File: src/rtl/aftab_dawu.sv
// Data adjustment write unit: serialises a 1..4 byte little-endian store onto a byte-wide memory port.
// Latency: one IDLE cycle, then a REQ cycle per byte with a one-cycle GAP between bytes, then a one-cycle DONE pulse.
// Backpressure: each REQ holds writeMem/addrOut/dataOut stable until memReady is sampled high.
//
// Ports:
//   clk, rst (async, active-low)
//   startDAWU, nBytes, addrIn, dataIn, checkMisalignedDAWU : store request from datapath/controller
//   memReady                                               : memory accepted the current byte
//   writeMem, addrOut, dataOut                             : byte write request to memory
//   storeMisalignedFlag, completeDAWU                      : status back to the controller
module aftab_dawu #(
    parameter int ADDR_W = 32,
    parameter int DATA_W = 32
) (
    input  logic              clk,
    input  logic              rst,
    input  logic              startDAWU,
    input  logic [1:0]        nBytes,
    input  logic [ADDR_W-1:0] addrIn,
    input  logic [DATA_W-1:0] dataIn,
    input  logic              memReady,
    input  logic              checkMisalignedDAWU,
    output logic              storeMisalignedFlag,
    output logic              completeDAWU,
    output logic [7:0]        dataOut,
    output logic [ADDR_W-1:0] addrOut,
    output logic              writeMem
);

    typedef enum logic [1:0] {
        IDLE = 2'd0,
        REQ  = 2'd1,
        GAP  = 2'd2,
        DONE = 2'd3
    } state_t;

    state_t              state_q,    state_d;
    logic [1:0]          cnt_q,      cnt_d;
    logic [1:0]          n_q,        n_d;
    logic [ADDR_W-1:0]   addr_q,     addr_d;
    logic [DATA_W-1:0]   data_q,     data_d;
    logic [ADDR_W-1:0]   addr_out_q, addr_out_d;
    logic [7:0]          data_out_q, data_out_d;

    // Alignment is judged on the live request inputs so the controller
    // sees the flag in the same cycle it raises startDAWU.
    assign storeMisalignedFlag = checkMisalignedDAWU &
                                 (((nBytes == 2'd1) & addrIn[0]) |
                                  ((nBytes >= 2'd2) & (addrIn[1:0] != 2'b00)));

    assign writeMem     = (state_q == REQ);
    assign completeDAWU = (state_q == DONE);
    assign addrOut      = addr_out_q;
    assign dataOut      = data_out_q;

    always_comb begin
        state_d    = state_q;
        cnt_d      = cnt_q;
        n_d        = n_q;
        addr_d     = addr_q;
        data_d     = data_q;
        addr_out_d = addr_out_q;
        data_out_d = data_out_q;

        case (state_q)
            IDLE: begin
                if (startDAWU) begin
                    addr_d = addrIn;
                    data_d = dataIn;
                    n_d    = nBytes;
                    cnt_d  = 2'd0;
                    if (storeMisalignedFlag) begin
                        state_d = DONE;
                    end else begin
                        // Output registers are loaded on entry to REQ so the
                        // byte/address are valid for the whole request and
                        // retain their last value once the store ends.
                        state_d    = REQ;
                        addr_out_d = addrIn;
                        data_out_d = dataIn[7:0];
                    end
                end
            end
            REQ: begin
                if (memReady) begin
                    if (cnt_q == n_q) begin
                        state_d = DONE;
                    end else begin
                        cnt_d   = cnt_q + 2'd1;
                        state_d = GAP;
                    end
                end
            end
            GAP: begin
                state_d    = REQ;
                addr_out_d = addr_q + ADDR_W'(cnt_q);
                data_out_d = data_q[{cnt_q, 3'b000} +: 8];
            end
            DONE: begin
                state_d = IDLE;
            end
            default: begin
                state_d = IDLE;
            end
        endcase
    end

    always_ff @(posedge clk or negedge rst) begin
        if (!rst) begin
            state_q    <= IDLE;
            cnt_q      <= 2'd0;
            n_q        <= 2'd0;
            addr_q     <= '0;
            data_q     <= '0;
            addr_out_q <= '0;
            data_out_q <= 8'h00;
        end else begin
            state_q    <= state_d;
            cnt_q      <= cnt_d;
            n_q        <= n_d;
            addr_q     <= addr_d;
            data_q     <= data_d;
            addr_out_q <= addr_out_d;
            data_out_q <= data_out_d;
        end
    end

endmodule

File: config.mk
export PLATFORM = sky130hd
export DESIGN_NAME = aftab_dawu
export DESIGN_NICKNAME = d
export VERILOG_FILES = /design/src/rtl/aftab_dawu.sv
export SDC_FILE = /design/constraint.sdc
export NUM_CORES = 1
export LEC_CHECK = 0
export CORE_ASPECT_RATIO = 1.1
export CORE_MARGIN = 2
export CORE_UTILIZATION = 35
export DETAILED_ROUTE_END_ITERATION = 10
export PLACE_DENSITY_LB_ADDON = 0.3
export SYNTH_ARGS = -nofsm -noshare
export SYNTH_HDL_FRONTEND = slang
export SYNTH_SLANG_ARGS = --single-unit
export TNS_END_PERCENT = 30
File: constraint.sdc
create_clock -name clk -period 5.55 [get_ports clk]
set_input_delay 0.555 -clock clk [delete_from_list [all_inputs] [get_ports clk]]
set_output_delay 0.555 -clock clk [all_outputs]
set_load 0.005 [all_outputs]
After elaboration in Yosys (flattened, before gate mapping)
Cells that the tools add are included.
Storage, ports and cells
  memories: 0
  latch bits: 0
  memory bits (writable): 0
  register bits after elaboration: 110
  input bits: 71
  bits in read-only memories: 0
Cells by class
  multiply operators: 0
  add/subtract/negate cells: 2
  reductions and logical operators: 8
  mux-type cells: 15
  div/mod/pow operators: 0
  bitwise gates (word level): 4
  shift operators: 1
  equality and inequality tests: 9
  order comparisons: 1
Operators with widths (number)
  $mux 32: 2
  $pmux 32 s2: 1
  $add 32x2->32: 1
  $shiftx 32x6->8: 1
  $mux 8: 2
  $pmux 8 s2: 1
  $mux 2: 6
  $ne 2x2->1 const B: 4
  $pmux 2 s4: 1
  $reduce_bool 2->1: 3
  $eq 2x1->1 const B: 2
  $eq 2x2->1 const B: 2
  $pmux 2 s2: 1
  $reduce_and 2->1: 2
  $reduce_and 4->1: 1
  $and 1x1->1: 3
  $reduce_and 3->1: 1
  $add 2x1->2 const B: 1
  $eq 2x2->1: 1
  $ge 2x2->1 const B: 1
  $logic_not 2->1: 1
  $mux 1: 1
  $or 1x1->1: 1

Longest topological paths before layout
  word-level depth: 7
  mapped depth: 8
  gate-level depth less buffers: 8

Least setup slack after synthesis
OpenSTA, ideal clock, no wires.
  path type: reg-to-reg
  from: register cnt_q[1]
  to: register addr_out_q[26], in the netlist addrOut[26]
  clock period less this slack: 2.585 ns
  path buffers: 1
  slack: 2.965 ns
  arrival: 2.459 ns
  setup time: 0.126 ns
  stages on the path, launching flop included: 9
  path through: dfrtp_1 buf_1 inv_1 fa_1 nand4b_1 nor2_1 nand4_1 xnor2_1 a221o_1
Between the ends
  longest elaborated chain between the ends: 2
RTL lines
  from (decl): line 38  | logic [1:0] cnt_q, cnt_d;
  from (signal assigned): line 119  | cnt_q <= cnt_d;
  $add 32x2->32: line 96  | addr_out_d = addr_q + ADDR_W'(cnt_q);
  $pmux 32 s2: line 65  | case (state_q)
  to (signal assigned): line 123  | addr_out_q <= addr_out_d;
  to (decl): line 42  | logic [ADDR_W-1:0] addr_out_q, addr_out_d;
No other way between the ends.
A chain may end at the register's enable or synchronous reset.

Worst setup path after layout
  from: register cnt_q[0]
  to: register addr_out_q[16], in the netlist addrOut[16]
Same word-level chain as after synthesis.

==> qor.txt <==
Total CTS buffers -> 9
Initial antenna violation count -> 0
Leakage -> 2.81 nW
Maximum vdd drop -> 0.000188 V
Worst reg2reg path depth -> 8
Final Cell Area -> 0.00708 mm^2
Worst Path Required -> 5.78 ns
Clock root cell -> clkbuf_16
Flops & latches, synth -> 110
Row count -> 47
Worst Setup End Kind -> flop
I/O pin cnt -> 114
Number of global-route vias before repair -> 4,403
Hold crit path type -> primary input to asynchronous set/reset pin
Vias post-DR -> 4,246
Reg-to-reg slack, setup -> 2.39 ns
GRT Util Overall -> 0.177
Gr ovfl total -> 0
FF-to-FF End -> addrOut[16]$_DFFE_PN0P_
Post-CTS Setup Bufs -> 0
Clk_lat worst skew -> 0.36 ns
Fraction of registers with async set/reset -> 1.00
Diode count -> 0
RSZ-0062 raised after global routing -> false
Hold Buf Count CTS -> 0
Final min period -> 3.16 ns
Pwr/cell area -> 539 mW/mm^2
Maximum number of pins on one net before global-route repair -> 75
Top cells by area, synth -> dfrtp_1 50%, mux2_2 12%, nand2_1 3.4%
Worst Skew -> 0.00751 ns
Fmax -> 317 MHz
Power Total -> 0.00382 W
Setup TNS -> 0 ns
Clock-pin slew on the worst setup and hold paths -> 0.07 ns
Mapped Cells -> 489
Seq/Total Area, Yosys -> 0.503
DRC errors left -> 0
Die ar. -> 0.0167 mm^2
# port buffers -> 113
Syn Area/Cell -> 11.2 um^2
Hold Fails Final Rpt -> 0
Longest Clk Path Bufs -> 2
Multi-input logic area -> 0.00258 mm^2
Area leader, netlist -> dfrtp_1
Commonest non-fill, non-tap cell in the layout -> clkdlybuf4s50_1
Placed Area -> 0.00679 mm^2
Starting Density -> 0.361
Max Slew Vio Count -> 0
Register area -> 0.00275 mm^2
H-tree depth -> 3
Synth cell types -> 51
Core Box Area -> 0.0152 mm^2
Startpoint types -> flop
Vias per cell -> 5.35
Die H -> 135 um
Outcome -> finished, final reports clean
Initial drt markers -> 257
Synthesized cell area -> 0.00548 mm^2
PostCTS Resize Cnt -> 0
Crit Path Class -> flop to flop
DP HPWL -> 9960 um
WL final -> 14,000 um
First-pass DRT Iterations -> 5
Placer's final routability congestion estimate -> 0.815
Final period util -> 0.569
Share of cells above drive strength 1 -> 0.164
Synth top area share -> 0.503
Most used DFF post-synth -> dfrtp_1
Die width -> 123 um
Synth Warn # -> 0
Peak fanout along the critical path -> 13
Routed Antenna Nets -> 0
Nets -> 667
Fill count -> 1,406
Worst-margin pin slew -> 1.17 ns
CP arrival -> 3.39 ns
CTS tree -> done
Syn nets -> 563
CTS Sinks -> 110
Per-cell routed wire length -> 17.7 um
Number of synthesized flops with an enable pin -> 0
Final setup fails -> 0
Most frequent cells in the layout -> 112 x clkdlybuf4s50_1, 110 x dfrtp_1, 60 x mux2_2
Max_cap viols -> 0
RR Startpoint -> cnt_q[0]$_DFFE_PN0P_
First-pass GRT wire length -> 22,700 um
Layout area overhead -> 29.3%
Rel. slew slack -> 0.219
worst max-delay path, stage by stage (launching register included):
cell and delay, ns:
dfrtp_1 0.79, ha_1 0.28, inv_1 0.05, fa_1 0.41
nand4b_1 0.35, nor2_1 0.50, nand3_1 0.16, xnor2_1 0.15
a221o_1 0.33
registers in the layout, summed over array words and instances, names as in the netlist:
name and count:
addrOut 32, addr_q 32, data_q 32, dataOut 8, cnt_q 2, n_q 2
state_q 2
Yosys cell counts, types with 2 or more instances:
| cell | n |
|---|---|
| o21ai_0 | 26 |
| a31oi_1 | 10 |
| mux2_2 | 60 |
| and3_1 | 6 |
| a221o_1 | 10 |
| a21o_1 | 2 |
| xor2_1 | 11 |
| nand4b_1 | 2 |
| nand4_1 | 6 |
| xnor2_1 | 18 |
| inv_1 | 11 |
| nor4_4 | 2 |
| ha_1 | 2 |
| mux2i_1 | 6 |
| o21bai_1 | 2 |
| nand3_1 | 22 |
| a22oi_1 | 11 |
| nor4_1 | 2 |
| a21oi_1 | 10 |
| nor2b_1 | 5 |
| clkbuf_1 | 13 |
| mux4_2 | 8 |
| nand2b_1 | 4 |
| dfrtp_1 | 110 |
| nor3_1 | 5 |
| nand3b_1 | 2 |
| nand2_1 | 50 |
| o211ai_1 | 4 |
| buf_2 | 12 |
| nor2_1 | 36 |
how the worst max path moves through the flow:
stage / endpoint / startpoint / cells after the start
floorplan: addrOut[26]$_DFFE_PN0P_ / cnt_q[1]$_DFFE_PN0P_ / 8
global placement: addrOut[19]$_DFFE_PN0P_ / nBytes[1] / 6
detailed placement: addrOut[6]$_DFFE_PN0P_ / nBytes[1] / 6
CTS: addrOut[16]$_DFFE_PN0P_ / cnt_q[0]$_DFFE_PN0P_ / 8
global route: addrOut[26]$_DFFE_PN0P_ / cnt_q[0]$_DFFE_PN0P_ / 8
finish: addrOut[16]$_DFFE_PN0P_ / cnt_q[0]$_DFFE_PN0P_ / 8
layout make-up:
cell class / instances / share of cell area
Tap cell: 196 / 0.0346
Clock buffer: 10 / 0.0323
Timing Repair Buffer: 119 / 0.166
Multi-Input combinational cell: 342 / 0.364
Sequential cell: 110 / 0.389
Clock inverter: 5 / 0.00866
Inverter: 11 / 0.00583
power breakdown:
group	leakage (nW)	internal (W)	switching, W
clock network	0.131	0.000349	0.000299
registers	1.30	0.00121	0.000417
logic	1.38	0.000915	0.000629
total	2.81	0.00247	0.00135
logic make-up (layout without fill, tap and decap cells):
group                      count (synthesis)  in the layout  share of synthesized area
muxes                                     74             74                      0.167
buffers and inverters                     37            145                     0.0281
AOI/OAI and AO/OA                         86             86                      0.106
DFF                                      110            110                      0.503
xor gates and xnor gates                  29             29                     0.0464
adders and majority gates                  3              3                    0.00822
and+or+nand+nor                          150            150                      0.141
metal layers:
| layer | GRT usage | part of all wire | vias to the layer above | routed length, um |
|---|---|---|---|---|
| met1 | 0.234 | 0.43 | 2116 | 5970 |
| li1 | - | - | 1970 | - |
| met3 | 0.0480 | 0.083 | 17 | 1170 |
| met4 | 0.0682 | 0.017 | 0 | 235 |
| met2 | 0.275 | 0.47 | 143 | 6660 |
| met5 | 0 | 0 | - | 0 |
per-stage QoR:
step                       util  instances  hold WS (ns)  setup WS [ns]
after floorplan               -        489         0.259           2.97
after global placement    0.448        778         0.462           2.30
after detailed placement  0.448        778         0.475           2.24
after CTS                 0.467        793         0.382           2.35
after global routing      0.467        793         0.430           2.11
final                     0.467        793         0.326           2.39
Power figures use the tool's default switching activity.
==> variant: new RTL, same flow settings <==
Re-encode `state_t` (4 states) as one-hot, 4 bits wide.
--- a/src/rtl/aftab_dawu.sv
+++ b/src/rtl/aftab_dawu.sv
@@ -28,9 +28,9 @@
 );
 
-    typedef enum logic [1:0] {
-        IDLE = 2'd0,
-        REQ  = 2'd1,
-        GAP  = 2'd2,
-        DONE = 2'd3
+    typedef enum logic [3:0] {
+        IDLE = 4'b0001,
+        REQ  = 4'b0010,
+        GAP  = 4'b0100,
+        DONE = 4'b1000
     } state_t;
 
Function: same outputs for any inputs over 4 cycles, from zero or initial values and one cycle with rst low; so few cycles prove little.
==> variant against the unedited design <==
  * Routed wire length grew 2.5%
  * Design area shrank 0.25%
  * Core utilization shrank 0.12 points
  * Setup slack worse by 0.023 ns
  * Sequential power down 6%
  * Maximum frequency decreased by 0.72%
  * Total power decreased by 5.8%
  * Via count up 9.6%
  * Synthesized area is 0.30% lower
  * Sequential cell count up 2
  * Cell count rose by 16%
  * Critical path type unchanged
  * Largest cell class unchanged
  * Largest power group unchanged
  * Highest routed layer unchanged
==> variant: results (changes against the unedited design) <==
multiplexer share of the synthesized area=6.16% (was 16.7%); Top FF cell, synth=sky130_fd_sc_hd__dfrtp_1 (unchanged); via density per instance=5.06 (was 5.35); Arrival @ worst endpoint=3.40 ns (was 3.39 ns); proportion of layout cells with a drive suffix above 1=7.46% (was 16.4%); number of buffer cells added on primary ports=113 (unchanged); sequential share of the synthesized area=51.3% (was 50.3%); critical path's top delay family=simple AND/OR/NAND/NOR gates (unchanged); Final Skew=0.00853 ns (was 0.00751 ns); overall global routing resource usage=17.9% (was 17.7%); post-DP HPWL=9900 um (was 9960 um); Synth Area in Compound Gates=7.03% (was 10.6%); fillers=1439 (was 1406); Initial DRC Count=224 (was 257); share of synthesized flip-flops with an asynchronous set or reset=100% (unchanged); status=completed (unchanged); cell types occupying the most area after synthesis=sky130_fd_sc_hd__dfrtp_1 51%, sky130_fd_sc_hd__nand2_1 17%, sky130_fd_sc_hd__xor2_1 3.5% (was sky130_fd_sc_hd__dfrtp_1 50%, sky130_fd_sc_hd__mux2_2 12%, sky130_fd_sc_hd__nand2_1 3.4%); Clock transition at path regs=0.07 ns (about the same); maximum number of pins on one net before global-route repair=64 (was 75); worst rel slew slack=20.0% (was 21.9%); vias in the first global route=4666 (was 4403); number of nets at the end of the flow=793 (was 667); post-synthesis net count=693 (was 563); worst min-delay path class=in -> async (unchanged); routed wire length per instance=15.6 um (was 17.7 um); stage delay of the slowest cell on the critical path=0.82 ns (was 0.79 ns); worst vdd rail ir drop=0.171 mV (was 0.188 mV); leading cell types by count after synthesis=254 x sky130_fd_sc_hd__nand2_1, 111 x sky130_fd_sc_hd__dfrtp_1, 32 x sky130_fd_sc_hd__o21ai_0 (was 110 x sky130_fd_sc_hd__dfrtp_1, 60 x sky130_fd_sc_hd__mux2_2, 50 x sky130_fd_sc_hd__nand2_1); area share of fa/ha/maj cells after synthesis=0.825% (was 0.822%); setup fix buffers added after clock tree synthesis=0 (unchanged); count of H-tree levels built during CTS=3 (unchanged); library cells used by synthesis=44 (was 51); final weighted congestion in routability-driven placement=0.790 (was 0.815); DP Worst Slack=2.34 ns (was 2.24 ns); wire length of the first global-routing pass=23000 um (was 22700 um); antenna violations before repair=0 (unchanged); final setup violation count=0 (unchanged); XOR/XNOR Fraction of Synth Area=4.65% (was 4.64%); ANT cells=0 (unchanged); first-pass iteration count of the detailed router=4 (was 5); leakage power summed over all cells=3.19 nW (was 2.81 nW); TritonCTS Buffers=9 (unchanged); root buf cell=sky130_fd_sc_hd__clkbuf_16 (unchanged)
## variant: area by class of cell
| class | count | area (sq um) | share of cell area (%) |
|---|---|---|---|
| multi-input cells | 468 | 2520 | 35.6 |
| clock inverters | 2 | 12.5 | 0.177 |
| inverters | 8 | 30.0 | 0.425 |
| well taps | 196 | 245 | 3.47 |
| clock buffers | 14 | 274 | 3.88 |
| flip-flops and latches | 112 | 2800 | 39.7 |
| repair buffers | 120 | 1180 | 16.7 |
## variant: report_power, final
part | leakage, nW | switching (mW) | internal (mW)
Clock | 0.139 | 0.293 | 0.342
Combinational | 1.67 | 0.678 | 0.750
Sequential | 1.38 | 0.325 | 1.21
## variant: worst paths after layout
| kind | startpoint | end | slack [ns] | cells after the start |
|---|---|---|---|---|
| max reg2reg | cnt_q[0] | addrOut[16] | 2.37 | 8 |
| max | cnt_q[0] | addrOut[16] | 2.37 | 8 |
| max in group asynchronous | rst | state_q[2] | 4.13 | 2 |
| min | rst | addrOut[17] | 0.26 | 1 |
| min in group clk | data_q[12] | data_q[12] | 0.47 | 2 |
| min reg2reg | data_q[12] | data_q[12] | 0.47 | 2 |
## variant: logic make-up after synthesis
group                      after synthesis
and+or+nand+nor                        346
buffers and inverters                   39
DFF                                    112
xor gates and xnor gates                29
adders and majority gates                3
AOI/OAI and AO/OA                       68
muxes                                   22
## variant: routing by layer
layer / part of all wire (%) / GRT usage [%] / up-vias
met5: 0 / 0 / -
met4: 1.8 / 7.20 / 0
met3: 7.1 / 3.29 / 16
met2: 49 / 30.2 / 158
met1: 42 / 22.6 / 2221
li1: - / - / 2257
## variant: through the flow
stage                     utilization, %  instances  cell area, sq um  power (mW)  hold slack, ns
after global routing                46.6        920              7060        3.89           0.340
after CTS                           46.6        920              7060        3.64           0.309
after global placement              44.7        904              6780        2.93           0.453
after floorplan                        -        619              5460        2.34           0.259
final                               46.6        920              7060        3.60           0.256
after detailed placement            44.7        904              6780        3.00           0.463
